[src/rtl/letter_pool.sv]
// letter_pool: pool of falling letters for the typing game. Each frame it sweeps, spawns and resolves typed keys.
// Optional difficulty ramp on spawned speed, enabled by defining LETTER_POOL_RAMP_EN.

module letter_pool_slot #(
  parameter int X_MAX = 480
) (
  input  logic       clk,
  input  logic       clrn,
  input  logic       sweep_en,
  input  logic       ld_en,
  input  logic       clr_en,
  input  logic [7:0] ld_ch,
  input  logic [3:0] ld_speed,
  input  logic [8:0] ld_x,
  input  logic [9:0] ld_y,
  input  logic [7:0] key_ch,
  output logic       active,
  output logic [7:0] ch,
  output logic [8:0] x,
  output logic [9:0] y,
  output logic       over,
  output logic       match
);
  logic       active_q, active_d;
  logic [7:0] ch_q, ch_d;
  logic [8:0] x_q, x_d;
  logic [9:0] y_q, y_d;
  logic [3:0] speed_q, speed_d;
  logic [9:0] sum;

  always_comb begin
    sum      = {1'b0, x_q} + {6'b0, speed_q};
    over     = active_q && (sum >= 10'(X_MAX));
    match    = active_q && (ch_q == key_ch);
    active_d = active_q;
    ch_d     = ch_q;
    x_d      = x_q;
    y_d      = y_q;
    speed_d  = speed_q;
    if (ld_en) begin
      active_d = 1'b1;
      ch_d     = ld_ch;
      x_d      = ld_x;
      y_d      = ld_y;
      speed_d  = ld_speed;
    end else if (clr_en) begin
      active_d = 1'b0;
    end else if (sweep_en && active_q) begin
      if (over) active_d = 1'b0;
      else      x_d      = sum[8:0];
    end
  end

  always_ff @(posedge clk or negedge clrn) begin
    if (!clrn) begin
      active_q <= 1'b0;
      ch_q     <= '0;
      x_q      <= '0;
      y_q      <= '0;
      speed_q  <= '0;
    end else begin
      active_q <= active_d;
      ch_q     <= ch_d;
      x_q      <= x_d;
      y_q      <= y_d;
      speed_q  <= speed_d;
    end
  end

  assign active = active_q;
  assign ch     = ch_q;
  assign x      = x_q;
  assign y      = y_q;
endmodule

module letter_pool #(
  parameter int SLOTS        = 8,
  parameter int IDXW         = 3,
  parameter int X_MAX        = 480,
  parameter int SPAWN_PERIOD = 30
) (
  input  logic            clk,
  input  logic            clrn,
  input  logic            frame_tick,
  input  logic [7:0]      gen_ch,
  input  logic [3:0]      gen_speed,
  input  logic [8:0]      gen_x,
  input  logic [9:0]      gen_y,
  input  logic            key_valid,
  input  logic [7:0]      key_ch,
  input  logic [IDXW-1:0] rd_idx,
  output logic            rd_active,
  output logic [7:0]      rd_ch,
  output logic [8:0]      rd_x,
  output logic [9:0]      rd_y,
  output logic            hit,
  output logic            miss,
  output logic [15:0]     score,
  output logic [7:0]      miss_cnt,
  output logic            pool_full
);
  localparam logic [1:0] ST_IDLE  = 2'd0;
  localparam logic [1:0] ST_SWEEP = 2'd1;
  localparam logic [1:0] ST_SPAWN = 2'd2;

  localparam int              CW       = (SPAWN_PERIOD > 1) ? $clog2(SPAWN_PERIOD) : 1;
  localparam logic [CW-1:0]   SP_LAST  = CW'(SPAWN_PERIOD - 1);
  localparam logic [IDXW-1:0] IDX_LAST = IDXW'(SLOTS - 1);

  logic [1:0]      state_q, state_d;
  logic [IDXW-1:0] sweep_idx_q, sweep_idx_d;
  logic [CW-1:0]   spawn_cnt_q, spawn_cnt_d;
  logic            key_pend_q, key_pend_d;
  logic [7:0]      key_ch_q, key_ch_d;
  logic            hit_q, hit_d;
  logic            miss_q, miss_d;
  logic [15:0]     score_q, score_d;
  logic [7:0]      miss_cnt_q, miss_cnt_d;
  logic            pool_full_q, pool_full_d;

  logic [SLOTS-1:0]       s_active, s_over, s_match;
  logic [SLOTS-1:0]       sweep_sel, ld_sel, clr_sel;
  logic [SLOTS-1:0][7:0]  s_ch;
  logic [SLOTS-1:0][8:0]  s_x;
  logic [SLOTS-1:0][9:0]  s_y;

  logic [7:0]      res_ch;
  logic [3:0]      spawn_speed;
  logic            best_found, free_found;
  logic [IDXW-1:0] best_idx, free_idx;
  logic [8:0]      best_x;

  // A key arriving in IDLE is newer than any buffered one, so it takes priority.
  assign res_ch = key_valid ? key_ch : key_ch_q;

  for (genvar g = 0; g < SLOTS; g++) begin : g_slot
    letter_pool_slot #(.X_MAX(X_MAX)) u_slot (
      .clk      (clk),
      .clrn     (clrn),
      .sweep_en (sweep_sel[g]),
      .ld_en    (ld_sel[g]),
      .clr_en   (clr_sel[g]),
      .ld_ch    (gen_ch),
      .ld_speed (spawn_speed),
      .ld_x     (gen_x),
      .ld_y     (gen_y),
      .key_ch   (res_ch),
      .active   (s_active[g]),
      .ch       (s_ch[g]),
      .x        (s_x[g]),
      .y        (s_y[g]),
      .over     (s_over[g]),
      .match    (s_match[g])
    );
  end

  // Strict '>' keeps the lowest index on equal x.
  always_comb begin
    best_found = 1'b0;
    best_idx   = '0;
    best_x     = '0;
    free_found = 1'b0;
    free_idx   = '0;
    for (int i = 0; i < SLOTS; i++) begin
      if (s_match[i] && (!best_found || (s_x[i] > best_x))) begin
        best_found = 1'b1;
        best_idx   = IDXW'(i);
        best_x     = s_x[i];
      end
      if (!s_active[i] && !free_found) begin
        free_found = 1'b1;
        free_idx   = IDXW'(i);
      end
    end
  end

  always_comb begin
    state_d     = state_q;
    sweep_idx_d = sweep_idx_q;
    spawn_cnt_d = spawn_cnt_q;
    key_pend_d  = key_pend_q;
    key_ch_d    = key_ch_q;
    hit_d       = 1'b0;
    miss_d      = 1'b0;
    score_d     = score_q;
    miss_cnt_d  = miss_cnt_q;
    sweep_sel   = '0;
    ld_sel      = '0;
    clr_sel     = '0;
    case (state_q)
      ST_IDLE: begin
        if (frame_tick) begin
          state_d     = ST_SWEEP;
          sweep_idx_d = '0;
          if (key_valid) begin
            key_pend_d = 1'b1;
            key_ch_d   = key_ch;
          end
        end else if (key_valid || key_pend_q) begin
          key_pend_d = 1'b0;
          if (best_found) begin
            clr_sel[best_idx] = 1'b1;
            hit_d             = 1'b1;
            if (score_q != 16'hFFFF) score_d = score_q + 16'd1;
          end
        end
      end
      ST_SWEEP: begin
        sweep_sel[sweep_idx_q] = 1'b1;
        if (s_over[sweep_idx_q]) begin
          miss_d = 1'b1;
          if (miss_cnt_q != 8'hFF) miss_cnt_d = miss_cnt_q + 8'd1;
        end
        if (sweep_idx_q == IDX_LAST) state_d = ST_SPAWN;
        else                         sweep_idx_d = sweep_idx_q + 1'b1;
      end
      ST_SPAWN: begin
        state_d = ST_IDLE;
        if (spawn_cnt_q == SP_LAST) begin
          spawn_cnt_d = '0;
          if (free_found) ld_sel[free_idx] = 1'b1;
        end else begin
          spawn_cnt_d = spawn_cnt_q + 1'b1;
        end
      end
      default: state_d = ST_IDLE;
    endcase
    if ((state_q != ST_IDLE) && key_valid) begin
      key_pend_d = 1'b1;
      key_ch_d   = key_ch;
    end
  end

  assign pool_full_d = &s_active;

`ifdef LETTER_POOL_RAMP_EN
  logic [1:0] level_q, level_d;
  logic [3:0] hit_mod_q, hit_mod_d;
  logic [4:0] spd_sum;

  always_comb begin
    level_d   = level_q;
    hit_mod_d = hit_mod_q;
    if (hit_d) begin
      hit_mod_d = hit_mod_q + 4'd1;
      if ((hit_mod_q == 4'hF) && (level_q != 2'd3)) level_d = level_q + 2'd1;
    end
    spd_sum     = {1'b0, gen_speed} + {3'b0, level_q};
    spawn_speed = (spd_sum > 5'd15) ? 4'hF : spd_sum[3:0];
  end

  always_ff @(posedge clk or negedge clrn) begin
    if (!clrn) begin
      level_q   <= '0;
      hit_mod_q <= '0;
    end else begin
      level_q   <= level_d;
      hit_mod_q <= hit_mod_d;
    end
  end
`else
  assign spawn_speed = gen_speed;
`endif

  always_ff @(posedge clk or negedge clrn) begin
    if (!clrn) begin
      state_q     <= ST_IDLE;
      sweep_idx_q <= '0;
      spawn_cnt_q <= '0;
      key_pend_q  <= 1'b0;
      key_ch_q    <= '0;
      hit_q       <= 1'b0;
      miss_q      <= 1'b0;
      score_q     <= '0;
      miss_cnt_q  <= '0;
      pool_full_q <= 1'b0;
    end else begin
      state_q     <= state_d;
      sweep_idx_q <= sweep_idx_d;
      spawn_cnt_q <= spawn_cnt_d;
      key_pend_q  <= key_pend_d;
      key_ch_q    <= key_ch_d;
      hit_q       <= hit_d;
      miss_q      <= miss_d;
      score_q     <= score_d;
      miss_cnt_q  <= miss_cnt_d;
      pool_full_q <= pool_full_d;
    end
  end

  assign rd_active = s_active[rd_idx];
  assign rd_ch     = s_ch[rd_idx];
  assign rd_x      = s_x[rd_idx];
  assign rd_y      = s_y[rd_idx];
  assign hit       = hit_q;
  assign miss      = miss_q;
  assign score     = score_q;
  assign miss_cnt  = miss_cnt_q;
  assign pool_full = pool_full_q;
endmodule

[config.mk]
export PLATFORM = sky130hd
export DESIGN_NAME = letter_pool
export DESIGN_NICKNAME = d
export VERILOG_FILES = /design/src/rtl/letter_pool.sv
export SDC_FILE = /design/constraint.sdc
export NUM_CORES = 1
export LEC_CHECK = 0
export CORE_MARGIN = 2
export CORE_UTILIZATION = 50
export CTS_CLUSTER_DIAMETER = 40
export DETAILED_ROUTE_END_ITERATION = 10
export GPL_ROUTABILITY_DRIVEN = 0
export PLACE_DENSITY = 0.66
export SYNTH_ARGS = -nofsm -noshare
export SYNTH_HDL_FRONTEND = slang
export SYNTH_SLANG_ARGS = --single-unit
[constraint.sdc]
create_clock -name clk -period 27.6 [get_ports clk]
set_input_delay 6.9 -clock clk [delete_from_list [all_inputs] [get_ports clk]]
set_output_delay 6.9 -clock clk [all_outputs]
set_load 0.01 [all_outputs]
==> results.md, run 1 <==
- Max cap viols: 0
- DP Worst Slack: approximately 3.4 ns
- CP endpoint kind: register
- Starting density of the core: 0.5048
- Largest net degree at the start of global routing: 88
- Worst setup margin: 3.463 ns
- Post-synth cell types: 82
- Top-area cell type share of the netlist area: 0.3892
- Vias per Instance: roughly 6.1
- Vias in the first global route: roughly 15000
- Fin area: roughly 22000 um^2
- Seq/Total Area, Yosys: 0.3892
- #FFs+latches synth: slightly above 300
- Post-DP Area: 20760 um^2
- Pwr per Cell Area: ~84 nW/um^2
- H-Tree Depth: 2
- Buf/Inv on CP: 2
- Syn nets: 1950
- Critical Path RT: 28.03 ns
- CTS tree: yes
- Total CTS buffers: 50
- Peak VDD IR: 0.05653 mV
- Slew @ Worst Pin: 1.178 ns
- Area leader, netlist: dfrtp_1
- Full die area: ~40000 um^2
- YS warnings: 0
- Synth Cell Area: around 19000 um^2
- FFs w/ async S/R, synth: 1.000
- Post-CTS Setup Inserts: 0
- Post-CTS Resized: 0
- Critical path launch point type: primary input
- Post-Syn Instances: about 1800
- Worst hold slack: a little under 0.5 ns
- Final Skew: 0.03044 ns
- Setup TNS: 0 ns
- Drt drc: 0
- Hold Buf Count CTS: 0
- Pins Over Slew Limit: 0
- Crit path arrival time: approximately 25 ns
- Max Fclk: about 41 MHz
- CP top delay family: compound AO/OA/AOI/OAI gates
- Peak per-stage delay on the critical path: ~1.2 ns
- Routed vias: between 10000 and 15000
- Port Buffers: 100
- 1st-iter DRT viols: 1122
- Top cells by area, synth: dfrtp_1 39%, mux2_2 12%, ha_1 6.5%
- Run status: completed
- Placement row count: 72
- Crit path max fanout: 19
- Commonest non-fill, non-tap cell in the layout: dfrtp_1
- Total GRT Usage: 0.2719
- CTS Sinks: slightly above 300
- Final ANT Viol Nets: 0
- Die Height: around 200 um
- Io pins: 101
- Commonest non-fill, non-tap cells in the layout: 302 x dfrtp_1, 214 x mux2_2, 113 x nor2_1
- Leakage: roughly 9.2 nW
- RSZ-0062 raised after global routing: false
- HPWL after detailed placement: between 30 and 40 mm
- Slew HR: 0.2095
- Width of the die: between 200 and 250 um
- WL per Instance: 22.62 um
- Global route overflow: 0
- Synthesis-to-finish area growth: 15.50%
- Worst-skew pair later-pin latency: between 0.5 and 0.6 ns
- Root Buffer: clkbuf_16
- Tightest Hold Check Type: register to register
- Crit share post-route: 0.8745
- Setup-failing EPs final: 0
- Clock buffer depth: 3
- WS Path Type: primary input to register
- Nets@finish: 2018
- Slowest CP cell: clkdlybuf4s50_1
- Post-Route WL: approximately 55 mm
- Syn Area/Cell: around 11 um^2
- Final hold viol count: 0
- CTS clk-pin slew, worst paths: 0.05 ns
- DRT Pass-1 Iters: 6
- Global-route wire length before repair: 85.57 mm
- Ys flop type: dfrtp_1
- Fillers: between 3000 and 4000
- Initial antenna violation count: 0
- Core Box Area: around 38000 um^2
- Most used cell, CP: o21ai_0
- Min Tclk post-route: around 24 ns
- Tot Pwr: roughly 1.9 mW
- Layout cells sized above 1: 0.2111
- Post-synth EDFFs: 0
==> cell usage after synthesis (11+ instances only) <==
library cell,number
nor2_1,113
dfrtp_1,302
a21oi_1,110
clkbuf_1,71
nand3_1,47
mux4_2,56
a21boi_0,11
inv_1,66
nand2_1,101
nand4_1,33
nor3_1,28
o21a_1,20
o211ai_1,13
xor2_1,50
and2_1,11
mux2i_1,35
mux2_2,214
ha_1,101
o21ai_0,60
xnor2_1,92
a21o_1,14
and3_1,21
nor2b_1,27
a211oi_1,12
==> layer usage <==
metal | routed length, um | GRT usage | vias up | part of all wire
met5 | 0 | 0 | - | 0
met4 | 1671 | 0.08598 | 0 | 0.031
met3 | 3468 | 0.04805 | 126 | 0.063
met2 | 25670 | 0.4407 | 524 | 0.47
met1 | 23900 | 0.3727 | 7509 | 0.44
li1 | - | - | 6712 | -
==> per-stage QoR <==
stage	utilization	std cells
floorplan	-	1795
global placement	0.5396	2329
detailed placement	0.5396	2329
CTS	0.5830	2418
global route	0.5830	2418
finish	0.5830	2419
==> sequential cells by signal, indices dropped and copies added, names as in the netlist <==
name and flops:
g_slot.u_slot.active 8, g_slot.u_slot.ch 64, g_slot.u_slot.speed_q 32, g_slot.u_slot.x 72, g_slot.u_slot.y 80, hit 1
key_ch_q 8, key_pend_q 1, miss 1, miss_cnt 8, pool_full 1, score 16
spawn_cnt_q 5, state_q 2, sweep_idx_q 3
==> power breakdown <==
group	leakage (nW)	total [mW]	internal (mW)	switching, mW
clock network	0.801	0.619	0.392	0.228
registers	3.60	0.665	0.518	0.147
logic	4.82	0.601	0.289	0.311
==> final timing paths <==
kind / start / end / slack, ns / cells past startpoint
max in group asynchronous: clrn / g_slot[1].u_slot.y[5] / 18.91 / 3
min in group asynchronous: clrn / score[5] / 6.32 / 1
hold reg to reg: spawn_cnt_q[4] / spawn_cnt_q[4] / 0.50 / 1
setup / recovery: key_valid / g_slot[0].u_slot.active / 3.46 / 65
setup reg to reg: key_ch_q[7] / g_slot[0].u_slot.active / 10.71 / 64
hold / removal: spawn_cnt_q[4] / spawn_cnt_q[4] / 0.50 / 1
==> worst register-to-register path, delay by kind of cell, from the launching register on <==
| kind | cells | cell delay, ns |
|---|---|---|
| AND/OR/NAND/NOR | 17 | 4.07 |
| AO/OA/AOI/OAI | 37 | 9.47 |
| flip-flops | 1 | 0.41 |
| multiplexers | 1 | 0.43 |
| XOR/XNOR | 1 | 0.15 |
| buffers and inverters | 1 | 0.06 |
| adder cells (fa/ha/maj) | 7 | 2.14 |
==> cell families after synthesis <==
group,after synthesis,synth area share
simple gates,436,0.1134
compound gates,334,0.1113
mux,312,0.2152
flops,302,0.3892
buf+inv,160,0.03344
xor+xnor,142,0.06405
fa+ha+maj,109,0.07333
==> layout make-up <==
cell class	count	area [um^2]	share of cell area
antenna	1	2.502	0.0001116
clock buffer	66	1381	0.06159
clock inverter	23	287.8	0.01283
inverter	66	247.7	0.01105
multi-input combinational	1333	11230	0.5009
sequential	302	7557	0.3370
tap	518	648.1	0.02890
timing repair buffer	110	1069	0.04764
No activity file was read; power rests on OpenSTA's default activity.
==> inputs of run 2 (changes only) <==
- CTS_BUF_LIST: unset -> sky130_fd_sc_hd__clkbuf_4 sky130_fd_sc_hd__clkbuf_8
==> run 2 against run 1 <==
Effect of this change: sequential power hardly changed; sequential cell count stayed put; register-to-register slack gained 0.23 ns; first-iteration DRC count rose by 5.7%; routed wire length shrank 0.40%; power is 5.2% lower; via count down 0.89%; critical path depth increased by 1; count of clock-buffer cells in the layout up 16; worst hold slack gained 0.00051 ns.
==> results.md, run 2 (same netlist as run 1, synthesis figures left out) <==
- Slowest CP cell: clkdlybuf4s50_1
- Final Skew: 0.06167 ns
- CP endpoint kind: register
- Worst-skew pair later-pin latency: approximately 0.68 ns
- Routed vias: 14740
- Width of the die: 201.1 um
- Leakage: 9.133 nW
- Max Fclk: between 40 and 50 MHz
- Commonest non-fill, non-tap cell in the layout: dfrtp_1
- Slew @ Worst Pin: between 1 and 1.5 ns
- Max reg flops: 80
- Critical Path RT: between 20 and 30 ns
- HPWL after detailed placement: 37.87 mm
- CTS clk-pin slew, worst paths: 0.06 ns
- Root Buffer: clkbuf_8
- CP top delay family: compound AO/OA/AOI/OAI gates
- Total CTS buffers: 58
- Global route overflow: 0
- RSZ-0062 raised after global routing: false
- Core Box Area: a little under 40000 um^2
- Crit path max fanout: 19
- Post-CTS Setup Inserts: 0
- Die Height: 201.1 um
- Hold Buf Count CTS: 0
- Final hold viol count: 0
- Final ANT Viol Nets: 0
- Port Buffers: 100
- Crit share post-route: 0.8636
- Post-DP Area: 20760 um^2
- Vias per Instance: slightly above 6
- Full die area: ~40000 um^2
- Tightest Hold Check Type: register to register
- Setup TNS: 0 ns
- CTS Sinks: approximately 300
- Layout cells sized above 1: 0.2223
- Synthesis-to-finish area growth: 14.00%
- Min Tclk post-route: 23.84 ns
- 1st-iter DRT viols: 1186
- Post-CTS Resized: 0
- Initial antenna violation count: 0
- N_diodes: 0
- WL per Instance: approximately 22 um
- Clock buffer depth: 3
- Setup-failing EPs final: 0
- Most used cell, CP: o21ai_0
- Crit path arrival time: roughly 24 ns
- Global-route wire length before repair: about 85 mm
- Placement row count: approximately 70
- Starting density of the core: 0.5048
- Fin area: 22140 um^2
- DRT Pass-1 Iters: 5
- Critical path launch point type: primary input
- Peak per-stage delay on the critical path: approximately 1.2 ns
- Max cap viols: 0
- Pwr per Cell Area: around 80 nW/um^2
- Buf/Inv on CP: 2
- Largest net degree at the start of global routing: 88
- WS Path Type: primary input to register
- Commonest non-fill, non-tap cells in the layout: 302 x dfrtp_1, 214 x mux2_2, 113 x nor2_1
- Drt drc: 0
- Total GRT Usage: 0.2703
- Nets@finish: 2026
- Peak VDD IR: 0.05946 mV
- Slew HR: 0.2168
- Pins Over Slew Limit: 0
- CTS tree: yes
- Run status: completed
- Post-Route WL: 54.49 mm
- H-Tree Depth: 2
- Io pins: a little over 100
- Vias in the first global route: roughly 15000
==> run 2: changes by cell type in the layout (fill, tap and decap cells not counted), sizes merged <==
cell,previous run,this run
clkinv,7,11
inv,72,68
clkbuf,66,82
bufinv,4,7
clkinvlp,6,3
diode,1,0
==> run 2: path summary, 6_finish.rpt <==
check | from | end | slack, ns | cells past startpoint
setup / recovery | key_valid | g_slot[0].u_slot.active | 3.76 | 66
max in group asynchronous | clrn | g_slot[7].u_slot.y[8] | 18.98 | 3
setup reg to reg | key_ch_q[7] | g_slot[0].u_slot.active | 10.94 | 65
hold reg to reg | spawn_cnt_q[4] | spawn_cnt_q[4] | 0.50 | 1
min in group asynchronous | clrn | score[5] | 6.24 | 1
hold / removal | spawn_cnt_q[4] | spawn_cnt_q[4] | 0.50 | 1
==> run 2: report_power, final <==
group          switching, mW  leakage [nW]  internal [mW]  total (mW)
Sequential             0.147          3.60          0.517       0.664
Combinational          0.309          4.82          0.289       0.598
Clock                  0.209         0.716          0.315       0.524
==> run 2: metal layers <==
layer,part of all wire,track usage,up-vias
li1,-,-,6734
met5,0,0,-
met4,0.033,0.09101,0
met2,0.47,0.4357,510
met3,0.063,0.05114,136
met1,0.44,0.3680,7358
==> run 2: per-stage QoR <==
stage | total power [mW] | hold slack [ns] | utilization | worst slack (ns) | instances
floorplan | 1.044 | 0.4486 | - | 7.285 | 1795
global placement | 1.240 | 0.4657 | 0.5396 | 4.034 | 2329
detailed placement | 1.258 | 0.4863 | 0.5396 | 3.374 | 2329
CTS | 1.788 | 0.4967 | 0.5755 | 4.028 | 2434
global route | 1.889 | 0.5072 | 0.5755 | 2.220 | 2434
finish | 1.786 | 0.4974 | 0.5755 | 3.764 | 2434
==> run 2: final cells by class <==
type / instances / area, um^2
Sequential cell: 302 / 7557
Tap cell: 518 / 648.1
Timing Repair Buffer: 110 / 1069
Clock buffer: 82 / 1060
Clock inverter: 23 / 320.3
Multi-Input combinational cell: 1333 / 11230
Inverter: 66 / 247.7
Fill cell: 3303 / 16330
